File: src/rtl/serial_sub.sv
// Bit-serial subtractor: d = a - b - bin, one bit per clock, LSB first, with a start/done handshake.
// Optional signed-overflow output ovf is built only when SERIAL_SUB_OVF_EN is defined.
module serial_sub #(
    parameter int WIDTH = 8
) (
    input  logic             clk,
    input  logic             rst_n,
    input  logic             start,
    input  logic [WIDTH-1:0] a,
    input  logic [WIDTH-1:0] b,
    input  logic             bin,
    output logic             busy,
    output logic             done,
    output logic [WIDTH-1:0] d,
    output logic             bout
`ifdef SERIAL_SUB_OVF_EN
    ,
    output logic             ovf
`endif
);

    localparam int CW = $clog2(WIDTH);

    typedef enum logic [1:0] {
        S_IDLE,
        S_RUN,
        S_DONE
    } state_t;

    state_t           state, state_nx;
    logic [WIDTH-1:0] sa, sb, res;
    logic             br;
    logic [CW-1:0]    cnt;
    logic             a0, b0, diff, br_nx, last, accept;
`ifdef SERIAL_SUB_OVF_EN
    logic             amsb, bmsb;
`endif

    always_comb begin
        a0       = sa[0];
        b0       = sb[0];
        diff     = a0 ^ b0 ^ br;
        br_nx    = (~a0 & b0) | (~(a0 ^ b0) & br);
        last     = (cnt == CW'(WIDTH - 1));
        accept   = (state != S_RUN) && start;
        state_nx = state;
        case (state)
            S_IDLE:  if (start) state_nx = S_RUN;
            S_RUN:   if (last) state_nx = S_DONE;
            S_DONE:  state_nx = start ? S_RUN : S_IDLE;
            default: state_nx = S_IDLE;
        endcase
    end

    always_ff @(posedge clk or negedge rst_n) begin
        if (!rst_n) state <= S_IDLE;
        else        state <= state_nx;
    end

    always_ff @(posedge clk or negedge rst_n) begin
        if (!rst_n) begin
            busy <= 1'b0;
            done <= 1'b0;
            sa   <= '0;
            sb   <= '0;
            res  <= '0;
            br   <= 1'b0;
            cnt  <= '0;
            d    <= '0;
            bout <= 1'b0;
`ifdef SERIAL_SUB_OVF_EN
            amsb <= 1'b0;
            bmsb <= 1'b0;
            ovf  <= 1'b0;
`endif
        end else begin
            busy <= (state_nx == S_RUN);
            done <= (state == S_RUN) && last;
            if (accept) begin
                // d/bout/ovf keep the previous result until this operation completes
                sa  <= a;
                sb  <= b;
                br  <= bin;
                cnt <= '0;
`ifdef SERIAL_SUB_OVF_EN
                amsb <= a[WIDTH-1];
                bmsb <= b[WIDTH-1];
`endif
            end else if (state == S_RUN) begin
                sa  <= sa >> 1;
                sb  <= sb >> 1;
                br  <= br_nx;
                res <= {diff, res[WIDTH-1:1]};
                cnt <= cnt + 1'b1;
                if (last) begin
                    d    <= {diff, res[WIDTH-1:1]};
                    bout <= br_nx;
`ifdef SERIAL_SUB_OVF_EN
                    ovf  <= (amsb != bmsb) && (diff != amsb);
`endif
                end
            end
        end
    end

endmodule

File: config.mk
export PLATFORM = sky130hd
export DESIGN_NAME = serial_sub
export DESIGN_NICKNAME = d
export VERILOG_FILES = /design/src/rtl/serial_sub.sv
export SDC_FILE = /design/constraint.sdc
export NUM_CORES = 1
export LEC_CHECK = 0
export ABC_AREA = 0
export ABC_CLOCK_PERIOD_IN_PS = 3600
export CORE_ASPECT_RATIO = 1.4
export CORE_MARGIN = 5
export CORE_UTILIZATION = 25
export CTS_CLUSTER_SIZE = 24
export DETAILED_ROUTE_END_ITERATION = 10
export PLACE_DENSITY_LB_ADDON = 0.3
export SLEW_MARGIN = 20
export SYNTH_ARGS = -nofsm -noshare
export SYNTH_HDL_FRONTEND = slang
export SYNTH_SLANG_ARGS = --single-unit
export TNS_END_PERCENT = 10
File: constraint.sdc
create_clock -name clk -period 3.6 [get_ports clk]
set_clock_uncertainty 0.2 [all_clocks]
set_input_delay 1.08 -clock clk [delete_from_list [all_inputs] [get_ports clk]]
set_output_delay 1.08 -clock clk [all_outputs]
set_load 0.05 [all_outputs]
==> metrics.md, run 1 <==
| Metric | Value |
|---|---|
| Outcome | completed |
| Reg area | 1000 um^2 |
| Final hold violation count | 0 |
| Fraction of final layout cells with drive strength greater than 1 | 35.3% |
| RSZ-0062 raised after global routing | false |
| Pre-CTS setup slack | 0.773 ns |
| Number of global-route vias before repair | 1167 |
| Fillers | 767 |
| Site row count | 37 |
| Max Clk Rate | 366 MHz |
| MaxCap Viol Count | 0 |
| Layout Nets | 172 |
| Area of the multi-input gates | 772 um^2 |
| Setup TNS | 0 ns |
| Detailed Route WL | 3.40 mm |
| Tcrit/Tclk final | 76.0% |
| Post-route cell area | 2320 um^2 |
| Crit path from | d[1]$_DFFE_PN0P_ |
| Core Footprint | 7310 um^2 |
| First drt pass iteration count | 2 |
| Reg2Reg Launch Point | state[0]$_DFF_PN0_ |
| CP arrival | 1.46 ns |
| Die Wd | 83.0 um |
| WP buf/inv | 1 |
| WL/cell | 13.7 um |
| Hold_sp | cnt[0]$_DFFE_PN0P_ |
| Global-route usage over all layers | 7.54% |
| Layout area overhead | 24.6% |
| Clock Latency Late Sink | 0.29 ns |
| Max clock buf depth | 2 |
| GRT overflow | 0 |
| # diodes | 0 |
| CTS Sinks | 40 |
| Final Max Tran Viols | 0 |
| DR iter-0 viols | 28 |
| TritonCTS Buffers | 5 |
| IO Pins | 31 |
| CTS Hold Bufs | 0 |
| Crit start category | flop |
| Slowest CP cell | clkdlybuf4s50_1 |
| Clock root buffer | clkbuf_8 |
| Die Y | 112 um |
| Critical path capture point type | output port |
| Total chip power | 2.03 mW |
| Register area share after synthesis | 53.7% |
| CP max stage delay | 0.81 ns |
| Synth cell types | 17 |
| Setup WS post-layout | 0.864 ns |
| Tmin final | 2.74 ns |
| I/O Buffers | 30 |
| DR vias/cell | 3.96 |
| Worst Max-Slew Pin Slew | 0.883 ns |
| PwrDens | 872 nW/um^2 |
| Syn Nets | 139 |
| Synth Warn # | 0 |
| Gate Count Post-Synth | 116 |
| Worst slew margin | 41.1% |
| Gpl congestion | 0.684 |
| Via count | 979 |
| Crit Path Category | reg2out |
| Crit-path leading delay family | buffers and inverters |
| Post-CTS sizing | 0 |
| Peak VDD IR | 0.620 mV |
| H-tree levels | 2 |
| Critical-path cell list | clkdlybuf4s50_1 |
| Post-DP HPWL | 2.39 mm |
| Antenna-violating nets left | 0 |
| First-pass GRT wire length | 5.62 mm |
| Clock-pin slew on the worst setup and hold paths | 0.08 ns |
| Cell area after synthesis | 1870 um^2 |
| Max FO, Critical Path | 2 |
| Postcts setup bufs | 0 |
| Placed Instance Area | 2230 um^2 |
| DRC | 0 |
| #FFs+latches synth | 40 |
| Avg Inst Size Synth | 16.1 um^2 |
| Hold/Removal Path Class | reg2reg |
| Area of the die | 9310 um^2 |
| LEAKAGE | 1.08 nW |
| CTS tree | done |
| Initial core utilization | 25.5% |
| Largest net degree at the start of global routing | 41 |
| CP Data Required Time | 2.32 ns |
| Initial antenna violation count | 0 |
| Number of setup violations in the final report | 0 |
## kinds of logic after synthesis
kind of cell	after synthesis	synth area share, %
DFF	40	53.7
muxes	51	35.7
buffers and inverters	12	4.96
and+or+nand+nor	8	2.62
adders and majority gates	3	2.41
AOI/OAI and AO/OA	2	0.671
## flip-flops by register name, indices dropped and copies added, names as in the netlist
register,count
bout,1
sb,8
busy,1
sa,8
cnt,3
res,7
state,2
d,8
done,1
br,1
## final cells by class
type	count	area share, %
clock buffer	6	3.55
multi-input combinational	64	33.2
sequential	40	43.1
tap	97	5.22
clock inverter	2	0.646
inverter	6	0.969
timing repair buffer	32	13.3
## cells in the final DEF, fill, tap and decap left out, drive strengths merged
cell / count
mux2: 46
and2b: 2
o22ai: 2
nor2: 2
clkdlybuf4s50: 29
nand2b: 2
inv: 6
nor2b: 1
ha: 2
dfrtp: 40
mux2i: 5
nand3b: 1
fa: 1
clkbuf: 6
buf: 3
clkinvlp: 2
## metrics by stage
step	utilization, %	hold slack (ns)	std cells
final	31.8	0.280	247
after global routing	31.8	0.326	247
after CTS	31.8	0.284	247
after detailed placement	30.4	0.275	239
after global placement	30.4	0.268	239
after floorplan	-	0.253	116
## synth_stat cells
cell,n,share of area (%)
ha_1,2,1.3
o22ai_1,2,0.67
nand3b_1,1,0.40
mux2_4,26,21
mux2i_1,5,2.7
nand2b_1,2,0.67
buf_12,1,1.1
dfrtp_1,40,54
inv_1,6,1.2
buf_2,1,0.27
mux2_2,16,9.7
nor2b_1,1,0.34
fa_1,1,1.1
and2b_1,2,0.80
nor2_1,2,0.40
buf_6,4,2.4
mux2_1,4,2.4
## power by group
part,switching [mW],total (mW),internal [mW]
logic,0.441,0.943,0.501
clock network,0.155,0.310,0.155
registers,0.118,0.774,0.656
total,0.714,2.03,1.31
## path summary, 6_finish.rpt
check | end | cells after the start | slack [ns]
setup / recovery | d[1] | 1 | 0.86
hold / removal | cnt[0]$_DFFE_PN0P_ | 1 | 0.28
setup reg to reg | cnt[1]$_DFFE_PN0P_ | 3 | 1.55
hold reg to reg | cnt[0]$_DFFE_PN0P_ | 1 | 0.28
max in group asynchronous | br$_DFFE_PN0P_ | 1 | 1.94
min in group asynchronous | cnt[1]$_DFFE_PN0P_ | 1 | 0.71
## worst reg2reg max path, stage by stage (launching register included)
cell,delay (ns)
dfrtp_1,0.42
nand2b_1,0.57
buf_4,0.39
mux2_2,0.36
## layer usage
layer  GRT usage, %  routed length [um]  part of all wire, %  vias to the layer above
li1               -                   -                    -                      463
met4           2.62                  40                  1.2                        0
met3           2.64                 138                  4.1                        5
met5              0                   0                    0                        -
met2           12.0                1670                   49                       22
met1           9.45                1550                   46                      489
No activity file was read; power rests on OpenSTA's default activity.
==> inputs of run 2 (changes only) <==
--- a/config.mk
+++ b/config.mk
@@ -6,7 +6,7 @@
 export NUM_CORES = 1
 export LEC_CHECK = 0
 export ABC_AREA = 0
-export ABC_CLOCK_PERIOD_IN_PS = 3600
+export ABC_CLOCK_PERIOD_IN_PS = 2210
 export CORE_ASPECT_RATIO = 1.4
 export CORE_MARGIN = 5
 export CORE_UTILIZATION = 25
==> constraint.sdc (replaced) <==
create_clock -name clk -period 2.21 [get_ports clk]
set_clock_uncertainty 0.2 [all_clocks]
set_input_delay 0.663 -clock clk [delete_from_list [all_inputs] [get_ports clk]]
set_output_delay 0.663 -clock clk [all_outputs]
set_load 0.05 [all_outputs]
==> metrics.md, run 2 (synthesis gave the netlist of run 1 again) <==
| Metric | Value |
|---|---|
| Outcome | completed |
| Number of global-route vias before repair | 1176 (+0.77%) |
| Pre-CTS setup slack | -0.0724 ns (-0.846 ns) |
| Setup TNS | 0 ns (unchanged) |
| Site row count | 37 (unchanged) |
| Initial core utilization | 25.5% (unchanged) |
| Clock-pin slew on the worst setup and hold paths | 0.08 ns (about the same) |
| Layout area overhead | 26.6% |
| Peak VDD IR | 0.739 mV (+19%) |
| LEAKAGE | 1.13 nW (+4.9%) |
| Max FO, Critical Path | 17 (+15) |
| IO Pins | 31 (unchanged) |
| First-pass GRT wire length | 5.75 mm (+2.2%) |
| Crit path from | start |
| R2r setup slk | 0.41 ns (-1.14 ns) |
| Initial antenna violation count | 0 (unchanged) |
| DRC | 0 (unchanged) |
| Most common cell after layout, fill and taps aside | dfrtp_1 |
| Tmin final | 1.98 ns |
| # diodes | 0 (unchanged) |
| DR vias/cell | 4.02 (+1.5%) |
| Clock Latency Late Sink | 0.29 ns (about the same) |
| DR iter-0 viols | 45 (+61%) |
| H-tree levels | 2 (unchanged) |
| MaxCap Viol Count | 0 (unchanged) |
| Reg2Reg Depth | 5 (+2) |
| WHS | 0.231 ns (-0.0491 ns) |
| Hold/Removal Path Class | in2async |
| CTS Hold Bufs | 0 (unchanged) |
| Commonest non-fill, non-tap cells in the layout | dfrtp_1 (40), mux2_4 (26), clkdlybuf4s50_1 (18), buf_4 (17), mux2_2 (16) |
| I/O Buffers | 30 (unchanged) |
| WL/cell | 13.6 um (-0.89%) |
| RSZ-0062 raised after global routing | false |
| Post-CTS sizing | 0 (unchanged) |
| Core Footprint | 7310 um^2 (unchanged) |
| Via count | 1014 (+3.6%) |
| Gpl congestion | 0.728 (+6.3%) |
| CP endpoint | sa[5]$_DFFE_PN0P_ |
| Global-route usage over all layers | 7.60% (+0.059 points) |
| Critical path capture point type | flop |
| Detailed Route WL | 3.43 mm (+1.1%) |
| Largest registers | d (8), sa (8), sb (8) |
| Postcts setup bufs | 0 (unchanged) |
| Worst slew margin | 64.9% (+24 points) |
| Layout Nets | 177 (+2.9%) |
| Setup WS post-layout | 0.230 ns (-0.634 ns) |
| Fraction of final layout cells with drive strength greater than 1 | 44.5% (+9.2 points) |
| Area of the die | 9310 um^2 (unchanged) |
| CTS tree | done |
| Largest net degree at the start of global routing | 41 (unchanged) |
| Worst Max-Slew Pin Slew | 0.526 ns (-0.357 ns) |
| Crit start category | primary input |
| RR Endpoint | d[6]$_DFFE_PN0P_ |
| Final Max Tran Viols | 0 (unchanged) |
| Clock root buffer | clkbuf_8 |
| PwrDens | 1430 nW/um^2 (+64%) |
| Antenna-violating nets left | 0 (unchanged) |
| Reg2Reg Launch Point | cnt[0]$_DFFE_PN0P_ |
| GRT overflow | 0 (unchanged) |
| Crit Path Category | in2reg |
| Die Wd | 83.0 um (unchanged) |
| First drt pass iteration count | 2 (unchanged) |
| Number of setup violations in the final report | 0 (unchanged) |
| Die Y | 112 um (unchanged) |
| Tcrit/Tclk final | 89.6% |
| Max Clk Rate | 505 MHz |
| CTS Sinks | 40 (unchanged) |
| TritonCTS Buffers | 5 (unchanged) |
| CP arrival | 1.95 ns (+0.49 ns) |
| Post-DP HPWL | 2.44 mm (+2.2%) |
| Final hold violation count | 0 (unchanged) |
| CP Data Required Time | 2.18 ns (-0.14 ns) |
| Max clock buf depth | 2 (unchanged) |
-- run 2: cell count changes in the layout (fill, tap and decap cells not counted) --
cell / previous run / this run
clkbuf_8: 6 / 5
clkdlybuf4s50_1: 29 / 18
clkinvlp_4: 2 / 1
bufinv_16: 0 / 1
buf_4: 2 / 17
clkinv_2: 0 / 1
buf_12: 0 / 1
-- run 2: worst min path at each step --
stage	end	slack (ns)	depth (start not counted)
floorplan	bout$_DFFE_PN0P_	0.17	0
global placement	cnt[0]$_DFFE_PN0P_	0.27	1
detailed placement	cnt[0]$_DFFE_PN0P_	0.28	1
CTS	d[1]$_DFFE_PN0P_	0.24	2
global route	d[1]$_DFFE_PN0P_	0.27	2
finish	d[1]$_DFFE_PN0P_	0.23	2
-- run 2: stage by stage --
| step | power (mW) | cell area, um^2 | instances | util [%] |
|---|---|---|---|---|
| floorplan | 2.48 | 1870 | 116 | - |
| finish | 3.38 | 2360 | 252 | 32.3 |
| detailed placement | 2.83 | 2250 | 244 | 30.8 |
| global placement | 2.78 | 2250 | 244 | 30.8 |
| global route | 3.59 | 2360 | 252 | 32.3 |
| CTS | 3.45 | 2360 | 252 | 32.3 |
-- run 2: layout make-up --
type | instances | area [um^2]
Multi-Input combinational cell | 64 | 772
Timing Repair Buffer | 37 | 333
Clock inverter | 3 | 42.5
Inverter | 6 | 22.5
Clock buffer | 5 | 68.8
Sequential cell | 40 | 1000
Fill cell | 760 | 4950
Tap cell | 97 | 121
-- run 2: where the power goes --
group | switching, mW | internal [mW]
combinational | 0.723 | 0.805
clock | 0.256 | 0.334
sequential | 0.195 | 1.07
-- run 2: metal layers --
| metal | track usage, % | up-vias | part of all wire, % |
|---|---|---|---|
| li1 | - | 473 | - |
| met1 | 9.31 | 515 | 46 |
| met2 | 12.8 | 22 | 50 |
| met3 | 2.35 | 4 | 3.3 |
| met4 | 2.29 | 0 | 0.99 |
| met5 | 0 | - | 0 |
-- run 2: critical path, cell delays in order --
cell and delay, ns:
clkdlybuf4s50_1 0.50, buf_12 0.18, mux2_1 0.34, mux2_4 0.26
==> inputs of run 3 (changes only) <==
--- a/config.mk
+++ b/config.mk
@@ -9,9 +9,10 @@
 export ABC_CLOCK_PERIOD_IN_PS = 2210
 export CORE_ASPECT_RATIO = 1.4
 export CORE_MARGIN = 5
-export CORE_UTILIZATION = 25
+export CORE_UTILIZATION = 30
 export CTS_CLUSTER_SIZE = 24
 export DETAILED_ROUTE_END_ITERATION = 10
+export DONT_BUFFER_PORTS = 1
 export PLACE_DENSITY_LB_ADDON = 0.3
 export SLEW_MARGIN = 20
 export SYNTH_ARGS = -nofsm -noshare
==> metrics.md, run 3 (synthesis gave the netlist of run 1 again) <==
| Metric | Value |
|---|---|
| Clock-pin slew on the worst setup and hold paths | 0.07 ns (about the same) |
| WL/cell | 17.0 um (+25%) |
| Number of setup violations in the final report | 0 (unchanged) |
| Layout Nets | 144 (-19%) |
| CTS tree | done |
| Placed Cells | 185 (-24%) |
| Combinational fraction of design power | 32.2% (-13 points) |
| Gpl congestion | 0.660 (-9.3%) |
| # diodes | 0 (unchanged) |
| Post-DP HPWL | 2.36 mm (-3.3%) |
| Core Footprint | 6130 um^2 (-16%) |
| Fillers | 608 (-20%) |
| Critical path capture point type | flop |
| DR iter-0 viols | 28 (-38%) |
| RSZ-0062 raised after global routing | false |
| IO Pins | 31 (unchanged) |
| First-pass GRT wire length | 5.53 mm (-3.8%) |
| Initial antenna violation count | 0 (unchanged) |
| Die Wd | 76.6 um (-7.7%) |
| H-tree levels | 2 (unchanged) |
| CP max stage delay | 0.41 ns (-0.09 ns) |
| Max clock buf depth | 2 (unchanged) |
| PwrDens | 1570 nW/um^2 (+9.5%) |
| First drt pass iteration count | 2 (unchanged) |
| LEAKAGE | 0.987 nW (-13%) |
| Final Max Tran Viols | 0 (unchanged) |
| Final hold violation count | 0 (unchanged) |
| CP Data Required Time | 2.18 ns (about the same) |
| Initial core utilization | 30.5% (+4.9 points) |
| Clock root buffer | clkbuf_8 |
| DR vias/cell | 4.66 (+16%) |
| Most frequent CP cell | ha_1 |
| Largest registers | d (8), sa (8), sb (8) |
| Postcts setup bufs | 0 (unchanged) |
| Commonest non-fill, non-tap cells in the layout | dfrtp_1 (40), mux2_4 (26), mux2_2 (16), inv_1 (6) |
| Clock Latency Late Sink | 0.28 ns (about the same) |
| Internal Power | 2.06 mW (-6.6%) |
| Peak VDD IR | 0.769 mV (+4.1%) |
| Post-CTS sizing | 0 (unchanged) |
| Max FO, Critical Path | 10 (-7) |
| Worst Max-Slew Pin Slew | 0.491 ns (-0.0349 ns) |
| Max Clk Rate | 514 MHz (+1.7%) |
| Clock power frac | 17.9% (+0.5 points) |
| Net switching power figure | 1.13 mW (-3.7%) |
| Tcrit/Tclk final | 88.1% (-1.5 points) |
| Layout area overhead | 9.12% |
| CTS Sinks | 40 (unchanged) |
| Crit start category | flop |
| I/O Buffers | 0 (-100%) |
| Site row count | 34 (-8.1%) |
| Outcome | completed |
| Most common cell after layout, fill and taps aside | dfrtp_1 |
| Worst slew margin | 67.2% (+2.2 points) |
| Fraction of final layout cells with drive strength greater than 1 | 43.4% (-1.1 points) |
| MaxCap Viol Count | 0 (unchanged) |
| Detailed Route WL | 3.30 mm (-3.9%) |
| Area of the die | 7920 um^2 (-15%) |
| Finished Layout Cells | 194 (-23%) |
| Sequential share of power | 50.0% (+13 points) |
| Critical-path cell list | ha_1 -> ha_1 -> nand3b_1 -> mux2_2 |
| Hold/Removal Path Class | in2async |
| Sw Share | 35.4% (+0.71 points) |
| GRT overflow | 0 (unchanged) |
| Via count | 905 (-11%) |
| Crit Path Category | reg2reg |
| Global-route usage over all layers | 9.01% (+1.4 points) |
| Number of global-route vias before repair | 1076 (-8.5%) |
| Setup TNS | 0 ns (unchanged) |
| Die Y | 103 um (-7.9%) |
| DRC | 0 (unchanged) |
| Tmin final | 1.95 ns (-0.0331 ns) |
| CP arrival | 1.91 ns (-0.04 ns) |
| Slowest CP cell | dfrtp_1 |
| Largest net degree at the start of global routing | 41 (unchanged) |
| Antenna-violating nets left | 0 (unchanged) |
| TritonCTS Buffers | 5 (unchanged) |
==> run 3: stage by stage <==
| stage | hold WS, ns | utilization (%) | worst slack (ns) | cell area (um^2) | total power [mW] |
|---|---|---|---|---|---|
| 6_report | 0.0114 | 33.2 | 0.263 | 2040 | 3.19 |
| 5_1_grt | 0.00668 | 33.2 | 0.160 | 2040 | 3.41 |
| 4_1_cts | 0.0134 | 33.2 | 0.237 | 2040 | 3.24 |
| 3_5_place_dp | 0.169 | 31.1 | 0.249 | 1910 | 2.63 |
| 3_3_place_gp | 0.169 | 31.1 | 0.378 | 1910 | 2.57 |
| 2_1_floorplan | 0.167 | - | 0.478 | 1870 | 2.48 |
==> run 3: worst max-delay path, delay by kind of cell, from the launching register on <==
family | cells | cell delay [ns]
adders and majority gates | 2 | 0.45
DFF | 1 | 0.41
muxes | 1 | 0.40
and+or+nand+nor | 1 | 0.38
==> run 3: final cells by class <==
type	instances	area, um^2	area share [%]
repair buffers	4	42.5	2.09
clock buffers	6	72.6	3.56
multi-input cells	64	772	37.9
inverters	6	22.5	1.11
flip-flops and latches	40	1000	49.2
clock inverters	2	35.0	1.72
well taps	72	90.1	4.43
==> run 3: final timing paths <==
path,to,slack [ns],cells past startpoint,start
max,d[2]$_DFFE_PN0P_,0.26,4,cnt[0]$_DFFE_PN0P_
max in group asynchronous,sb[5]$_DFFE_PN0P_,1.60,1,rst_n
min,done$_DFF_PN0_,0.01,1,rst_n
min reg2reg,sa[5]$_DFFE_PN0P_,0.30,1,sa[6]$_DFFE_PN0P_
min in group clk,sa[5]$_DFFE_PN0P_,0.30,1,sa[6]$_DFFE_PN0P_
max reg2reg,d[2]$_DFFE_PN0P_,0.26,4,cnt[0]$_DFFE_PN0P_
==> run 3: power groups by stage <==
stage          Combinational, mW  Clock [mW]  Sequential, mW
2_1_floorplan              0.946           0            1.53
3_3_place_gp               0.972           0            1.60
3_5_place_dp                1.01           0            1.62
4_1_cts                     1.05       0.591            1.61
5_1_grt                     1.13       0.630            1.65
6_report                    1.03       0.571            1.59
==> run 3: timing repair <==
| item | CTS | global route |
|---|---|---|
| endpoints found under the hold margin | 40 | 0 |
| setup endpoints to repair | 0 | 0 |
| hold buffers | 1 | 0 |
==> run 3: per-layer routing <==
metal	GRT usage [%]	part of all wire, %
met1	10.3	41
met2	15.0	51
met3	3.81	5.9
met4	3.63	1.7
met5	0	0
